$ cat config.mk
export PLATFORM = sky130hd
export DESIGN_NAME = constraint_rejection_sampler
export DESIGN_NICKNAME = d
export VERILOG_FILES = /design/src/rtl/crs_pkg.sv /design/src/rtl/sampler_lfsr32.sv /design/src/rtl/constraint_rejection_sampler.sv
export SDC_FILE = /design/constraint.sdc
export NUM_CORES = 1
export LEC_CHECK = 0
export CAP_MARGIN = 20
export CORE_UTILIZATION = 49
export CTS_CLUSTER_SIZE = 24
export DETAILED_ROUTE_END_ITERATION = 6
export PLACE_DENSITY = 0.84
export SYNTH_ARGS = -nofsm -noshare
export SYNTH_HDL_FRONTEND = slang
export SYNTH_HIERARCHICAL = 1
export SYNTH_SLANG_ARGS = --single-unit
$ cat constraint.sdc
create_clock -name clk -period 8.51 [get_ports clk]
set_input_delay 1.702 -clock clk [delete_from_list [all_inputs] [get_ports clk]]
set_output_delay 1.702 -clock clk [all_outputs]
set_load 0.02 [all_outputs]
$ cat src/rtl/crs_pkg.sv
// Shared types and LFSR definition for the constraint rejection sampler.
package crs_pkg;

    localparam int                LFSR_W    = 32;
    localparam logic [LFSR_W-1:0] LFSR_TAPS = 32'h8020_0003;

    typedef enum logic [1:0] {
        IDLE  = 2'd0,
        GEN   = 2'd1,
        CHECK = 2'd2,
        OUT   = 2'd3
    } state_t;

    // One Galois step, shifting right; the taps are folded in when bit 0 falls out.
    function automatic logic [LFSR_W-1:0] lfsr_step(input logic [LFSR_W-1:0] s);
        return (s >> 1) ^ (s[0] ? LFSR_TAPS : '0);
    endfunction

endpackage

$ cat src/rtl/sampler_lfsr32.sv
// 32-bit Galois LFSR with step enable and a seed load that can never lock up at zero.
module sampler_lfsr32
    import crs_pkg::*;
#(
    parameter logic [LFSR_W-1:0] SEED_DEFAULT = 32'h1
) (
    input  logic              clk,
    input  logic              rst,
    input  logic              step,
    input  logic              load,
    input  logic [LFSR_W-1:0] seed,
    output logic [LFSR_W-1:0] state
);

    // Load has priority over step; a zero seed is replaced by 1.
    // NOTE: sequential state uses non-blocking assignments so every flop samples pre-edge values.
    always_ff @(posedge clk or posedge rst) begin
        if (rst) begin
            state <= SEED_DEFAULT;
        end else if (load) begin
            state <= (seed == '0) ? LFSR_W'(1) : seed;
        end else if (step) begin
            state <= lfsr_step(state);
        end
    end

endmodule

$ cat src/rtl/constraint_rejection_sampler.sv
// Rejection sampler: draws NUM_VARS variables from an LFSR, checks range, zero-mask
// and sum constraints, retries on failure and streams accepted samples over valid/ready.
module constraint_rejection_sampler
    import crs_pkg::*;
#(
    parameter int                NUM_VARS     = 4,
    parameter int                VAR_W        = 8,
    parameter int                CNT_W        = 16,
    parameter int                MAX_RETRY    = 16,
    parameter logic [LFSR_W-1:0] SEED_DEFAULT = 32'h1,
    localparam int               SUM_W        = VAR_W + $clog2(NUM_VARS) + 1
) (
    input  logic                      clk,
    input  logic                      rst,
    input  logic                      seed_load,
    input  logic [LFSR_W-1:0]         seed_val,
    input  logic                      start,
    input  logic [CNT_W-1:0]          req_count,
    input  logic [NUM_VARS*VAR_W-1:0] cfg_lo,
    input  logic [NUM_VARS*VAR_W-1:0] cfg_hi,
    input  logic [NUM_VARS*VAR_W-1:0] cfg_zero_mask,
    input  logic [SUM_W-1:0]          cfg_sum_max,
    input  logic                      abort,
    output logic                      smp_valid,
    input  logic                      smp_ready,
    output logic [NUM_VARS*VAR_W-1:0] smp_data,
    output logic                      busy,
    output logic                      done,
    output logic                      err_timeout,
    output logic [CNT_W-1:0]          acc_cnt,
    output logic [CNT_W-1:0]          rej_cnt
);

    localparam int DATA_W  = NUM_VARS * VAR_W;
    localparam int IDX_W   = (NUM_VARS > 1) ? $clog2(NUM_VARS) : 1;
    localparam int RETRY_W = $clog2(MAX_RETRY + 1);

    localparam logic [IDX_W-1:0]   LAST_IDX   = IDX_W'(NUM_VARS - 1);
    localparam logic [RETRY_W-1:0] RETRY_LAST = RETRY_W'(MAX_RETRY - 1);

    state_t              state;
    logic [IDX_W-1:0]    gen_idx;
    logic [RETRY_W-1:0]  retry_cnt;
    logic [CNT_W-1:0]    rem_cnt;
    logic [DATA_W-1:0]   cand;
    logic [DATA_W-1:0]   cfg_lo_q;
    logic [DATA_W-1:0]   cfg_hi_q;
    logic [DATA_W-1:0]   cfg_zero_mask_q;
    logic [SUM_W-1:0]    cfg_sum_max_q;

    logic [LFSR_W-1:0]   lfsr_state;
    logic [LFSR_W-1:0]   lfsr_next;
    logic                lfsr_step_en;
    logic                lfsr_load;
    logic                unused_lfsr_hi;

    logic [NUM_VARS-1:0] var_ok;
    logic [SUM_W-1:0]    cand_sum;
    logic                cand_pass;

    // The LFSR moves only while drawing variables, so a stalled OUT freezes it.
    assign lfsr_step_en = (state == GEN) && !abort;
    assign lfsr_load    = (state == IDLE) && seed_load;

    sampler_lfsr32 #(
        .SEED_DEFAULT (SEED_DEFAULT)
    ) u_lfsr (
        .clk   (clk),
        .rst   (rst),
        .step  (lfsr_step_en),
        .load  (lfsr_load),
        .seed  (seed_val),
        .state (lfsr_state)
    );

    // Variables take the low bits of the value the LFSR steps to on the same edge.
    assign lfsr_next      = lfsr_step(lfsr_state);
    // Upper LFSR bits only feed the recurrence, never a variable.
    assign unused_lfsr_hi = ^lfsr_next;

    // Per-variable range and zero-mask checks; lo > hi simply never passes.
    for (genvar i = 0; i < NUM_VARS; i++) begin : g_eval
        logic [VAR_W-1:0] v;
        assign v         = cand[i*VAR_W +: VAR_W];
        assign var_ok[i] = (v >= cfg_lo_q[i*VAR_W +: VAR_W]) &&
                           (v <= cfg_hi_q[i*VAR_W +: VAR_W]) &&
                           ((v & cfg_zero_mask_q[i*VAR_W +: VAR_W]) == '0);
    end

    // Zero-extended sum of all variables; SUM_W is wide enough that it cannot overflow.
    // NOTE: combinational blocks use blocking assignments and assign every output first, so no latch is inferred.
    always_comb begin
        cand_sum = '0;
        for (int i = 0; i < NUM_VARS; i++) begin
            cand_sum = cand_sum + SUM_W'(cand[i*VAR_W +: VAR_W]);
        end
    end

    assign cand_pass = (&var_ok) && (cand_sum <= cfg_sum_max_q);
    assign busy      = (state != IDLE);

    // Request sequencing, retry bookkeeping and the registered stream outputs.
    always_ff @(posedge clk or posedge rst) begin
        if (rst) begin
            state           <= IDLE;
            gen_idx         <= '0;
            retry_cnt       <= '0;
            rem_cnt         <= '0;
            cand            <= '0;
            cfg_lo_q        <= '0;
            cfg_hi_q        <= '0;
            cfg_zero_mask_q <= '0;
            cfg_sum_max_q   <= '0;
            smp_valid       <= 1'b0;
            smp_data        <= '0;
            done            <= 1'b0;
            err_timeout     <= 1'b0;
            acc_cnt         <= '0;
            rej_cnt         <= '0;
        end else begin
            done <= 1'b0;
            case (state)
                IDLE: begin
                    if (start) begin
                        cfg_lo_q        <= cfg_lo;
                        cfg_hi_q        <= cfg_hi;
                        cfg_zero_mask_q <= cfg_zero_mask;
                        cfg_sum_max_q   <= cfg_sum_max;
                        acc_cnt         <= '0;
                        rej_cnt         <= '0;
                        err_timeout     <= 1'b0;
                        retry_cnt       <= '0;
                        gen_idx         <= '0;
                        if (req_count == '0) begin
                            done <= 1'b1;
                        end else begin
                            rem_cnt <= req_count;
                            state   <= GEN;
                        end
                    end
                end

                GEN: begin
                    if (abort) begin
                        gen_idx <= '0;
                        state   <= IDLE;
                    end else begin
                        cand[int'(gen_idx)*VAR_W +: VAR_W] <= lfsr_next[VAR_W-1:0];
                        if (gen_idx == LAST_IDX) begin
                            gen_idx <= '0;
                            state   <= CHECK;
                        end else begin
                            gen_idx <= gen_idx + 1'b1;
                        end
                    end
                end

                CHECK: begin
                    if (abort) begin
                        state <= IDLE;
                    end else if (cand_pass) begin
                        retry_cnt <= '0;
                        state     <= OUT;
                    end else begin
                        if (rej_cnt != '1) begin
                            rej_cnt <= rej_cnt + 1'b1;
                        end
                        if (retry_cnt == RETRY_LAST) begin
                            err_timeout <= 1'b1;
                            state       <= IDLE;
                        end else begin
                            retry_cnt <= retry_cnt + 1'b1;
                            state     <= GEN;
                        end
                    end
                end

                OUT: begin
                    if (abort) begin
                        smp_valid <= 1'b0;
                        state     <= IDLE;
                    end else if (!smp_valid) begin
                        smp_valid <= 1'b1;
                        smp_data  <= cand;
                    end else if (smp_ready) begin
                        smp_valid <= 1'b0;
                        acc_cnt   <= acc_cnt + 1'b1;
                        rem_cnt   <= rem_cnt - 1'b1;
                        if (rem_cnt == CNT_W'(1)) begin
                            done  <= 1'b1;
                            state <= IDLE;
                        end else begin
                            state <= GEN;
                        end
                    end
                end

                default: state <= IDLE;
            endcase
        end
    end

endmodule

==> metrics.txt <==
# TYPE chip_impl_metric gauge
chip_impl_info{name="outcome",value="complete, no violations"} 1
chip_impl_metric{name="skew_pair_late_insertion_delay",unit="ns"} 0.55
chip_impl_metric{name="ant_nets",unit=""} 0
chip_impl_metric{name="first_global_vias",unit=""} 11300
chip_impl_metric{name="drt_iter0_drc",unit=""} 869
chip_impl_metric{name="gr-usage-met1",unit="%"} 33.3
chip_impl_metric{name="core_area",unit="um^2"} 28800
chip_impl_metric{name="post_drt_wl_per_cell",unit="um"} 19.8
chip_impl_metric{name="port-buffer-count",unit=""} 228
chip_impl_metric{name="clock-sinks",unit=""} 263
chip_impl_info{name="setup.worst_path.start_class",value="register"} 1
chip_impl_metric{name="finalHoldViolations",unit=""} 0
chip_impl_metric{name="setup_viol",unit=""} 0
chip_impl_metric{name="post_route_setup_tns",unit="ns"} 0
chip_impl_metric{name="drt-pass1-iter-count",unit=""} 7
chip_impl_info{name="endpoint_kind",value="register"} 1
chip_impl_metric{name="grt_start_max_net_pins",unit=""} 155
chip_impl_metric{name="worst_pin_slew",unit="ns"} 1.02
chip_impl_metric{name="p_leak",unit="nW"} 8.01
chip_impl_metric{name="design.final.nets",unit=""} 1822
chip_impl_metric{name="shortest_period_the_worst_path_allows",unit="ns"} 5.63
chip_impl_metric{name="synth.top_cell.area_share",unit="%"} 45.7
chip_impl_info{name="gr-max-usage-layer",value="met2"} 1
chip_impl_metric{name="synthesis.instances",unit=""} 1324
chip_impl_info{name="yosysTopAreaCell",value="sky130_fd_sc_hd__dfrtp_1"} 1
chip_impl_metric{name="gp_routability_congestion",unit=""} 0.921
chip_impl_metric{name="initial_antenna_violation_count",unit=""} 3
chip_impl_metric{name="grt_use_met3",unit="%"} 3.50
chip_impl_metric{name="via_count",unit=""} 11200
chip_impl_metric{name="syn2layout_area_growth",unit="%"} 24.8
chip_impl_metric{name="synth_nets",unit=""} 1600
chip_impl_metric{name="grt_pass1_wl",unit="um"} 61000
chip_impl_metric{name="die_y",unit="um"} 173
chip_impl_metric{name="top_level_i_o_count",unit=""} 229
chip_impl_info{name="yosysMostFrequentCell",value="sky130_fd_sc_hd__dfrtp_1"} 1
chip_impl_metric{name="globalRouteOverflowTotal",unit=""} 0
chip_impl_metric{name="detail_route.wirelength",unit="um"} 38700
chip_impl_metric{name="worst_ir_drop_vdd",unit="V"} 0.000152
chip_impl_metric{name="start_util",unit="%"} 49.8
chip_impl_metric{name="cts-buffers-inserted",unit=""} 28
chip_impl_info{name="hp-class",value="reg -> reg"} 1
chip_impl_info{name="timing_worst_setup_path_type",value="reg -> reg"} 1
chip_impl_metric{name="crit_required",unit="ns"} 8.96
chip_impl_metric{name="track_usage",unit="%"} 25.7
chip_impl_metric{name="synth-async-reset-ratio",unit="%"} 100
chip_impl_metric{name="fmax",unit="MHz"} 178
chip_impl_metric{name="drc",unit=""} 0
chip_impl_info{name="post_synth_most_frequent_cells",value="sky130_fd_sc_hd__dfrtp_1, sky130_fd_sc_hd__mux2_2, sky130_fd_sc_hd__inv_1"} 1
chip_impl_metric{name="die-area",unit="um^2"} 29900
chip_impl_info{name="biggest_area_contributors_in_the_synthesized_netlist",value="sky130_fd_sc_hd__dfrtp_1, sky130_fd_sc_hd__mux2_2, sky130_fd_sc_hd__ha_1"} 1
chip_impl_metric{name="placementRows",unit=""} 62
chip_impl_metric{name="timing.final.crit_share",unit="%"} 66.1
chip_impl_metric{name="netlist_area",unit="um^2"} 14300
chip_impl_metric{name="postSynthRegisterBits",unit=""} 263
chip_impl_metric{name="max_cap_violations",unit=""} 0
chip_impl_metric{name="globalRouteMet2Util",unit="%"} 42.8
chip_impl_metric{name="cts_htree_levels",unit=""} 1
chip_impl_metric{name="drive_gt1_share",unit="%"} 14.1
chip_impl_metric{name="avgSynthCellArea",unit="um^2"} 10.8
chip_impl_metric{name="slew_headroom",unit="%"} 31.1
chip_impl_metric{name="netlist-cell-type-count",unit=""} 73
chip_impl_metric{name="count_of_flip_flops_with_a_built_in_enable_after_synthesis",unit=""} 0
chip_impl_metric{name="avgViaCountPerCell",unit=""} 5.74
chip_impl_info{name="rsz0062_at_grt",value="false"} 1
chip_impl_metric{name="holdBufCountCts",unit=""} 0
chip_impl_metric{name="report.final.slew_viol_count",unit=""} 0
chip_impl_metric{name="die_x",unit="um"} 173
chip_impl_metric{name="total_power",unit="mW"} 5.34
chip_impl_metric{name="cellPowerDensity",unit="nW/um^2"} 299
chip_impl_metric{name="cts-resized-gates",unit=""} 0
chip_impl_metric{name="clk_transition_reported_paths",unit="ns"} 0.06
chip_impl_metric{name="postCtsSetupRepairBufs",unit=""} 0
chip_impl_info{name="tritoncts",value="built"} 1
chip_impl_metric{name="place_hpwl",unit="um"} 27700
chip_impl_metric{name="fin_worst_skew",unit="ns"} 0.0235
chip_impl_metric{name="yosysWarningCount",unit=""} 6
chip_impl_metric{name="critical_path_peak_fanout",unit=""} 11
chip_impl_metric{name="max-clock-path-buffers",unit=""} 3
chip_impl_metric{name="worst-endpoint-arrival",unit="ns"} 6.08
chip_impl_info{name="flip_flop_cell_with_the_highest_count_after_synthesis",value="sky130_fd_sc_hd__dfrtp_1"} 1
chip_impl_metric{name="synth_seq_area_share",unit="%"} 45.9
chip_impl_info{name="cts.root.buffer_cell",value="sky130_fd_sc_hd__clkbuf_16"} 1
-- cells in the final DEF, fill, tap and decap left out, drive strengths merged, types with 28 or more instances in the layout --
cell type      instances
nor2                  42
dfrtp                262
o21ai                 78
a21oi                 67
inv                  137
nand2                108
clkdlybuf4s50        228
mux2i                 31
mux2                 141
ha                    99
nand4                 28
clkbuf                41
-- worst paths after layout --
path                              start             endpoint  slack (ns)  cells past startpoint
max in group asynchronous           rst           rej_cnt[5]        5.58                      3
setup / recovery               cand[10]          rej_cnt[11]        2.88                     21
hold reg to reg            smp_data[23]         smp_data[23]        0.51                      1
hold / removal             smp_data[23]         smp_data[23]        0.51                      1
min in group asynchronous           rst  cfg_zero_mask_q[19]        1.58                      2
setup reg to reg               cand[10]          rej_cnt[11]        2.88                     21
-- where the power goes --
group | internal [mW] | switching [mW] | leakage, nW | total [mW]
clock | 0.669 | 0.509 | 0.433 | 1.18
combinational | 0.966 | 1.11 | 4.26 | 2.07
sequential | 1.70 | 0.394 | 3.32 | 2.10
-- critical path: stages, from the launching register on --
cell	delay [ns]
sky130_fd_sc_hd__dfrtp_1	0.48
sky130_fd_sc_hd__inv_1	0.11
sky130_fd_sc_hd__fa_1	0.49
sky130_fd_sc_hd__fa_1	0.57
sky130_fd_sc_hd__inv_1	0.07
sky130_fd_sc_hd__ha_1	0.30
sky130_fd_sc_hd__a21o_1	0.18
sky130_fd_sc_hd__a21oi_1	0.20
sky130_fd_sc_hd__o21ai_0	0.10
sky130_fd_sc_hd__a21oi_1	0.28
sky130_fd_sc_hd__o21bai_1	0.10
sky130_fd_sc_hd__a21oi_1	0.18
sky130_fd_sc_hd__xnor2_1	0.09
sky130_fd_sc_hd__ha_1	0.31
sky130_fd_sc_hd__nand4_1	0.15
sky130_fd_sc_hd__or4_1	0.54
sky130_fd_sc_hd__o21ai_1	0.08
sky130_fd_sc_hd__or3_1	0.22
sky130_fd_sc_hd__nand4bb_4	0.20
sky130_fd_sc_hd__o21a_1	0.41
sky130_fd_sc_hd__mux2_1	0.38
sky130_fd_sc_hd__o211ai_1	0.09
-- state kept, by name, summed over array words and instances (netlist names) --
register         count
u_lfsr/state        32
rej_cnt             16
err_timeout          1
smp_valid            1
state                2
done                 1
cfg_hi_q            32
gen_idx              2
cand                32
smp_data            32
cfg_zero_mask_q     32
cfg_sum_max_q       11
retry_cnt            5
rem_cnt             16
cfg_lo_q            32
acc_cnt             16
-- cell type report --
type | instances | area [um^2]
clock inverter | 11 | 70.1
fill | 2171 | 10900
sequential | 263 | 6580
tap | 384 | 480
timing repair buffer | 237 | 2390
clock buffer | 40 | 817
multi-input combinational | 879 | 7030
inverter | 137 | 522
antenna | 4 | 10.0
-- kinds of logic after synthesis --
| kind of cell | Yosys count | share of synthesized area, % |
|---|---|---|
| compound gates | 261 | 11.8 |
| buf+inv | 182 | 5.24 |
| xor+xnor | 22 | 1.34 |
| simple gates | 309 | 11.6 |
| fa+ha+maj | 115 | 10.9 |
| mux | 172 | 13.2 |
| flops | 263 | 45.9 |
-- layer usage --
metal,up-vias,part of all wire (%)
met5,-,0
met4,0,4.7
met3,100,6.0
met2,444,48
met1,5523,41
li1,5160,-
-- metrics by stage --
stage | utilization, % | setup WS (ns) | hold WS, ns | instance area (um^2) | std cells
floorplan | - | 0.475 | 0.473 | 14300 | 1324
global placement | 58.9 | 3.18 | 0.489 | 16900 | 1897
detailed placement | 59.0 | 3.00 | 0.494 | 17000 | 1898
CTS | 62.0 | 2.93 | 0.508 | 17900 | 1949
global route | 62.2 | 2.60 | 0.511 | 17900 | 1955
finish | 62.2 | 2.88 | 0.506 | 17900 | 1955
(Power assumes the default switching activity.)
